<file path="src/rtl/muldiv_unit.sv">
// muldiv_unit: iterative multiply/divide with architectural HI/LO registers.
// One result bit per cycle over XLEN cycles, plus a final sign-correction
// cycle, so a start sampled at E0 produces done/HI/LO at E(XLEN+1).
module muldiv_unit #(
  parameter int unsigned XLEN = 32
) (
  input  logic            clk,
  input  logic            rst,
  input  logic            start,
  input  logic [1:0]      op,
  input  logic [XLEN-1:0] a,
  input  logic [XLEN-1:0] b,
  input  logic            hi_we,
  input  logic            lo_we,
  input  logic [XLEN-1:0] wdata,
  output logic            busy,
  output logic            done,
  output logic [XLEN-1:0] hi,
  output logic [XLEN-1:0] lo
);

  localparam int unsigned CW = $clog2(XLEN);
  localparam int unsigned WW = 2 * XLEN;

  typedef enum logic [1:0] {StIdle, StRun, StFin} state_t;

  state_t          state_q, state_d;
  logic [CW-1:0]   cnt_q, cnt_d;
  logic            op_div_q, op_div_d;
  logic            sign_a_q, sign_a_d;
  logic            sign_b_q, sign_b_d;
  logic            dbz_q, dbz_d;
  logic [XLEN-1:0] a_mag_q, a_mag_d;
  logic [XLEN-1:0] b_mag_q, b_mag_d;
  logic [XLEN-1:0] a_raw_q, a_raw_d;
  logic [WW-1:0]   work_q, work_d;
  logic [XLEN-1:0] hi_q, hi_d;
  logic [XLEN-1:0] lo_q, lo_d;
  logic            busy_q, busy_d;
  logic            done_q, done_d;

  // Datapath helpers
  logic            in_signed;
  logic            in_neg_a;
  logic            in_neg_b;
  logic [XLEN:0]   mul_sum;
  logic [WW-1:0]   mul_next;
  logic [CW-1:0]   div_idx;
  logic            div_bit;
  logic [XLEN+1:0] div_trial;
  logic [WW-1:0]   div_next;
  logic [WW-1:0]   prod_fix;
  logic [XLEN-1:0] quot;
  logic [XLEN-1:0] rem;

  // Per-cycle step results for both algorithms; FSM picks one
  always_comb begin
    in_signed = ~op[0];
    in_neg_a  = in_signed & a[XLEN-1];
    in_neg_b  = in_signed & b[XLEN-1];

    // Shift-add: multiplier bits consumed LSB first, product bits enter at the top
    mul_sum  = {1'b0, work_q[WW-1:XLEN]} + (b_mag_q[cnt_q] ? {1'b0, a_mag_q} : '0);
    mul_next = {mul_sum, work_q[XLEN-1:1]};

    // Restoring divide: dividend bits fed MSB first; work = {remainder, quotient}
    div_idx   = CW'(XLEN - 1) - cnt_q;
    div_bit   = a_mag_q[div_idx];
    div_trial = {1'b0, work_q[WW-1:XLEN], div_bit} - {2'b00, b_mag_q};
    if (div_trial[XLEN+1]) begin
      // Shifted remainder below divisor, so its dropped MSB is always zero
      div_next = {work_q[WW-2:XLEN], div_bit, work_q[XLEN-2:0], 1'b0};
    end else begin
      div_next = {div_trial[XLEN-1:0], work_q[XLEN-2:0], 1'b1};
    end

    prod_fix = (sign_a_q ^ sign_b_q) ? -work_q : work_q;
    quot     = (sign_a_q ^ sign_b_q) ? -work_q[XLEN-1:0] : work_q[XLEN-1:0];
    rem      = sign_a_q ? -work_q[WW-1:XLEN] : work_q[WW-1:XLEN];
  end

  // Next-state and register updates for IDLE/RUN/FIN
  always_comb begin
    state_d  = state_q;
    cnt_d    = cnt_q;
    op_div_d = op_div_q;
    sign_a_d = sign_a_q;
    sign_b_d = sign_b_q;
    dbz_d    = dbz_q;
    a_mag_d  = a_mag_q;
    b_mag_d  = b_mag_q;
    a_raw_d  = a_raw_q;
    work_d   = work_q;
    hi_d     = hi_q;
    lo_d     = lo_q;
    busy_d   = busy_q;
    done_d   = 1'b0;

    unique case (state_q)
      StIdle: begin
        // mthi/mtlo land even alongside start; FIN overwrites them later
        if (hi_we) hi_d = wdata;
        if (lo_we) lo_d = wdata;
        if (start) begin
          op_div_d = op[1];
          sign_a_d = in_neg_a;
          sign_b_d = in_neg_b;
          dbz_d    = op[1] & (b == '0);
          a_mag_d  = in_neg_a ? -a : a;
          b_mag_d  = in_neg_b ? -b : b;
          a_raw_d  = a;
          work_d   = '0;
          cnt_d    = '0;
          busy_d   = 1'b1;
          state_d  = StRun;
        end
      end
      StRun: begin
        work_d = op_div_q ? div_next : mul_next;
        cnt_d  = cnt_q + 1'b1;
        if (cnt_q == CW'(XLEN - 1)) state_d = StFin;
      end
      StFin: begin
        if (!op_div_q) begin
          hi_d = prod_fix[WW-1:XLEN];
          lo_d = prod_fix[XLEN-1:0];
        end else if (dbz_q) begin
          hi_d = a_raw_q;
          lo_d = '1;
        end else begin
          hi_d = rem;
          lo_d = quot;
        end
        done_d  = 1'b1;
        busy_d  = 1'b0;
        state_d = StIdle;
      end
      default: begin
        state_d = StIdle;
        busy_d  = 1'b0;
      end
    endcase
  end

  // State and architectural registers; reset discards any in-flight op
  always_ff @(posedge clk or posedge rst) begin
    if (rst) begin
      state_q  <= StIdle;
      cnt_q    <= '0;
      op_div_q <= 1'b0;
      sign_a_q <= 1'b0;
      sign_b_q <= 1'b0;
      dbz_q    <= 1'b0;
      a_mag_q  <= '0;
      b_mag_q  <= '0;
      a_raw_q  <= '0;
      work_q   <= '0;
      hi_q     <= '0;
      lo_q     <= '0;
      busy_q   <= 1'b0;
      done_q   <= 1'b0;
    end else begin
      state_q  <= state_d;
      cnt_q    <= cnt_d;
      op_div_q <= op_div_d;
      sign_a_q <= sign_a_d;
      sign_b_q <= sign_b_d;
      dbz_q    <= dbz_d;
      a_mag_q  <= a_mag_d;
      b_mag_q  <= b_mag_d;
      a_raw_q  <= a_raw_d;
      work_q   <= work_d;
      hi_q     <= hi_d;
      lo_q     <= lo_d;
      busy_q   <= busy_d;
      done_q   <= done_d;
    end
  end

  assign busy = busy_q;
  assign done = done_q;
  assign hi   = hi_q;
  assign lo   = lo_q;

endmodule
</file>
<file path="config.mk">
export PLATFORM = sky130hd
export DESIGN_NAME = muldiv_unit
export DESIGN_NICKNAME = d
export VERILOG_FILES = /design/src/rtl/muldiv_unit.sv
export SDC_FILE = /design/constraint.sdc
export NUM_CORES = 1
export LEC_CHECK = 0
export ABC_CLOCK_PERIOD_IN_PS = 6500
export BUFFER_PORTS_ARGS = -buffer_cell sky130_fd_sc_hd__buf_2
export CAP_MARGIN = 20
export CORE_ASPECT_RATIO = 0.75
export CORE_MARGIN = 5
export CORE_UTILIZATION = 40
export CTS_BUF_LIST = sky130_fd_sc_hd__clkbuf_8 sky130_fd_sc_hd__clkbuf_16
export CTS_CLUSTER_SIZE = 20
export DETAILED_ROUTE_END_ITERATION = 8
export PLACE_DENSITY = 0.68
export SYNTH_ARGS = -nofsm -noshare
export SYNTH_HDL_FRONTEND = slang
export SYNTH_SLANG_ARGS = --single-unit
</file>
<file path="constraint.sdc">
create_clock -name clk -period 6.5 [get_ports clk]
set_input_delay 0.65 -clock clk [delete_from_list [all_inputs] [get_ports clk]]
set_output_delay 0.65 -clock clk [all_outputs]
set_load 0.05 [all_outputs]
</file>
After elaboration in Yosys (flattened, before gate mapping):

Cells that the tools add are included.

* register bits after elaboration: 237
* word-level logic and storage cells: 78

* add/subtract/negate cells: 9
* order comparisons: 2
* equality and inequality tests: 7
* multiplexer cells: 30
* bitwise logic cells: 6
* reductions and logical operators: 10

Operators by type and width (number)
* two-way mux 32 bit: 11
* two-way mux 64 bit: 4
* negation 32 bit: 4
* case mux 32 bit (2 select lines): 2
* case mux 64 bit (2 select lines): 1
* negation 64 bit: 1
* subtractor 33 x 32 -> 34 bit: 1
* adder 32 x 32 -> 33 bit: 1
* logical NOT 32 bit: 1
* < comparator 5 x 6 -> 1 bit (second input constant): 2
* AND reduction 2 bit: 6
* binary-select mux 1 bit (select 5 bit): 2
* case mux 5 bit (2 select lines): 1
* inequality test 2 bit (second input constant): 4
* adder 5 x 1 -> 5 bit (second input constant): 1
* == test 5 bit (second input constant): 1
* two-way mux 5 bit: 1
* subtractor 5 bit (first input constant): 1
* two-way mux 1 bit: 4
* two-way mux 2 bit: 2
* case mux 2 bit (2 select lines): 1
* nonzero test 2 bit: 2
* bitwise AND 1 bit: 3
* == test 2 x 1 -> 1 bit (second input constant): 1
* 5 further kinds: 6

Logic depth before layout (Yosys ltp):

* depth in word-level cells: 7
* mapped depth: 18

Worst setup path before layout:

No wires, ideal clock.

* path type: reg-to-reg
* start point: register cnt_q[0]
* end point: register work_q[61]
* arrival time: 4613 ps
* slack: 1766 ps
* stages on the path, launching flop included: 17
* buffers on the path: 2
* period minus slack after synthesis: 4734 ps
* cells stage by stage: dfrtp_1 -> buf_2 -> mux4_2 -> mux4_2 -> mux2i_1 -> clkbuf_1 -> nor2b_1 -> ha_1 -> a21o_1 -> a21o_1 -> a221o_1 -> a31o_2 -> a211oi_1 -> o31ai_1 -> a221oi_1 -> mux2i_1 -> a22o_1

* longest elaborated chain between the ends: 7
* elaborated cells between the ends (all ways): 11
* classes of those cells: add/sub (3); mux (8)

RTL lines
* start, declared: RTL line 28 `logic [CW-1:0] cnt_q, cnt_d;`
* start signal, assigned: RTL line 164 `cnt_q <= cnt_d;`
* subtractor 5 bit: RTL line 67 `div_idx = CW'(XLEN - 1) - cnt_q;`
* binary-select mux 1 bit (select 5 bit): RTL line 68 `div_bit = a_mag_q[div_idx];`
* two-way mux 1 bit (implied by the code): RTL line 68
* subtractor 33 x 32 -> 34 bit: RTL line 69 `div_trial = {1'b0, work_q[WW-1:XLEN], div_bit} - {2'b00, b_mag_q};`
* two-way mux 64 bit: RTL line 70 `if (div_trial[XLEN+1]) begin`
* two-way mux 64 bit (*): RTL line 119 `work_d = op_div_q ? div_next : mul_next;`
* case mux 64 bit (2 select lines) (*): RTL line 99 `unique case (state_q)`
* end signal, assigned: RTL line 172 `work_q <= work_d;`
* end, declared: RTL line 36 `logic [WW-1:0] work_q, work_d;`

Every way passes the cells marked *; elsewhere a longest branch is shown, timed or not. The select of a mux whose other input is x is not followed.
A chain may end at the register's enable or synchronous reset.

Worst setup path after layout:

* start point: register cnt_q[1]
* end point: register work_q[61]

The elaborated chain is that of the path after synthesis.

==> impl_metrics.yaml <==
global_routing:
  grt_pass1_vias: 15860
  globalRouteTotalUtil_pct: 25.12
  grt_max_degree: 104
  grt_pass1_wl_um: 96570
  antenna_found_initial: 1
  overflow: 0
pwr:
  power.total_mw: 12.96
  ir_drop_uv: 284.5
  powerDensity_nw_per_um2: 647.8
  p_clk_share_pct: 12.4
  p_leak_nw: 8.747
  p_sw_mw: 6.728
  p_sw_share_pct: 51.92
  sequentialPowerShare_pct: 25.1
  intPower_mw: 6.230
  p_comb_share_pct: 62.5
clock_network:
  post_cts_buffers: 0
  cts_sinks: 236
  cts_buffers: 27
  hold_buffers: 0
  cts_root_buffer: "clkbuf_16"
  clockBufferDepth: 3
  htreeDepth: 1
  cts_tree: "built"
  clk_latency_ns: 0.58
  post_cts_resized: 0
  path_clk_slew_ns: 0.06
timing:
  fin_skew_ns: 0.01442
  hold_viol: 0
  period_needed_ns: 5.425
  worst_pin_slew_ns: 1.083
  setup_viol: 0
  fin_crit_sh_pct: 83.46
  setup-tns-final_ns: 0
  setup_ws_ns: 1.075
  fmax_mhz: 184.3
  finalMaxSlewViolations: 0
  rsz0062_at_grt: "no"
  slew_headroom_pct: 27.68
finish:
  stdcell_count: 2859
  nets: 2436
  drive_above_1_share_pct: 13.11
  syn2layout_area_growth_pct: 12.69
  antenna_cells: 0
placed_design:
  gp_congestion: 0.9637
  io_buffer_count: 168
  place_inst: 2809
  dp_hpwl_um: 48580
  pre_cts_ws_ns: 1.153
die:
  core_area_um2: 43600
  pin_count: 169
  initial_utilization_pct: 40.71
  rows: 66
  fp.dieH_um: 192.4
  die_x_um: 253.2
  dieArea_um2: 48730
worst_setup_path:
  crit_fanout: 32
  cp.arrival_ns: 5.89
  required_ns: 6.96
  cp-start-kind: "flop"
  crit-reg2reg-launch: "cnt_q[1]"
  criticalPathCategory: "reg2reg"
  r2r_slack_ns: 1.08
  cp-end-kind: "flop"
  r2r-end: "work_q[61]"
  r2r_cells: 15
logic_synthesis:
  synth-seq-cells: 236
  netlist_area_um2: 17750
  synth_edf_count: 0
  ys_types: 82
  synth.avg_cell_area_um2: 8.116
  synthFlopType: "dfrtp_1"
  syn_inst: 2187
  ys_warn_count: 0
  syn_nets: 2362
  yosysSeqAreaShare_pct: 33.27
  ys_async_sr_fraction_pct: 100.0
hold_path:
  hold_class: "in2async"
status:
  outcome: "finished, final reports clean"
detailed_routing:
  drtIter0Drc: 1768
  finalWirelength_um: 63390
  ant_nets: 0
  drc: 0
  wl_per_cell_um: 22.17
  vias: 17170
  viasPerCell: 6.005
  drt_first_pass_iters: 6
flow_run:
  drv_cap: 0
-- per-layer routing --
layer / share of wire [%] / vias to the layer above / global-route usage (%)
li1: - / 8005 / -
met1: 48 / 8341 / 39.58
met5: 0.021 / - / 0
met4: 2.2 / 2 / 4.774
met3: 8.8 / 94 / 4.689
met2: 41 / 726 / 35.88
-- worst max-delay path, cell delays in order, from the launching register on --
cell and delay [ns]:
dfrtp_1 0.91, mux4_2 0.42, mux4_2 0.54, mux2i_2 0.16
buf_4 0.33, nor2b_1 0.09, ha_1 0.34, a21oi_1 0.21
o21ai_0 0.26, a221o_1 0.38, a31o_2 0.26, a211oi_1 0.44
o31ai_1 0.21, a221oi_1 0.41, mux2i_1 0.13, a22o_1 0.20
-- how the worst max path moves through the flow --
stage                     slack [ns]      from          to  cells after the start
after floorplan                 1.77  cnt_q[0]  work_q[61]                     16
after global placement          1.31  cnt_q[1]  work_q[61]                     15
after detailed placement        1.15  cnt_q[1]  work_q[61]                     15
after CTS                       1.13  cnt_q[1]  work_q[61]                     15
after global routing            0.84  cnt_q[1]  work_q[61]                     15
final                           1.08  cnt_q[1]  work_q[61]                     15
-- per-stage QoR --
stage / area, um^2 / hold WS, ns / util (%)
final: 20000 / 0.2123 / 45.87
after floorplan: 17750 / 0.4404 / -
after detailed placement: 19050 / 0.4646 / 43.69
after global routing: 20000 / 0.2864 / 45.87
after CTS: 19970 / 0.2276 / 45.81
after global placement: 19030 / 0.4578 / 43.64
-- synthesized netlist by cell type, types with 8 or more instances --
cell	number	share of area (%)
a22oi_1	15	0.63
nand2_1	316	6.7
nand3_1	72	2.0
nand4_1	8	0.28
o31ai_1	23	0.97
a211oi_1	8	0.34
o21ai_0	277	7.8
and3_1	14	0.49
dfrtp_1	236	33
mux4_2	20	2.5
nor2_1	125	2.6
a221o_1	10	0.56
a31oi_1	18	0.63
a21o_1	25	1.1
o21bai_1	9	0.38
ha_1	70	4.9
buf_2	8	0.23
inv_1	66	1.4
o211ai_1	22	0.93
and2_1	11	0.39
nor4_1	24	0.85
mux2i_1	48	2.7
or3_1	22	0.78
nor2b_1	48	1.7
o21a_1	15	0.63
nand2b_1	21	0.74
xnor2_1	87	4.3
nor3_1	39	1.1
o22ai_1	38	1.3
xor2_1	87	4.3
a21oi_1	141	4.0
o41ai_1	13	0.64
clkbuf_1	136	2.9
-- logic make-up after synthesis --
| logic type | synth area share [%] |
|---|---|
| XOR/XNOR | 8.586 |
| AND/OR/NAND/NOR | 19.96 |
| AO/OA/AOI/OAI | 22.90 |
| multiplexers | 5.498 |
| flip-flops | 33.27 |
| adder cells (fa/ha/maj) | 5.160 |
| buffers and inverters | 4.624 |
-- sequential cells by signal (all words and copies together), names as in the netlist, 2 cells and up --
signal   cells
a_mag_q     32
a_raw_q     31
b_mag_q     32
cnt_q        5
hi          32
lo          32
state_q      2
work_q      64
-- placed cells by master (no fill, tap or decap), types with 18 or more instances in the layout --
cell / instances
nor4_1: 24
or3_1: 22
a21oi_1: 141
mux4_2: 20
a21o_1: 25
dfrtp_1: 235
nand2_1: 315
nor2b_1: 47
nand2b_1: 20
nand3_1: 72
o31ai_1: 23
a31oi_1: 18
inv_1: 67
nor2_1: 124
mux2i_1: 47
ha_1: 70
buf_4: 23
nor3_1: 39
o211ai_1: 22
clkbuf_16: 27
o22ai_1: 38
xor2_1: 86
o21ai_0: 277
xnor2_1: 86
buf_2: 168
-- power groups by stage --
stage	sequential [mW]	clock, mW	combinational (mW)
floorplan	3.26	0	5.71
global placement	3.22	0	7.88
detailed placement	3.24	0	7.99
CTS	3.22	1.62	8.03
global route	3.34	1.68	8.89
finish	3.25	1.60	8.10
-- layout make-up --
cell class,count,area [um^2]
fill,4252,23600
multi-input combinational,1735,11090
sequential,236,5909
timing repair buffer,195,1101
clock buffer,34,772.0
tap,578,723.2
inverter,66,251.5
clock inverter,15,152.6
(Power assumes the default switching activity.)
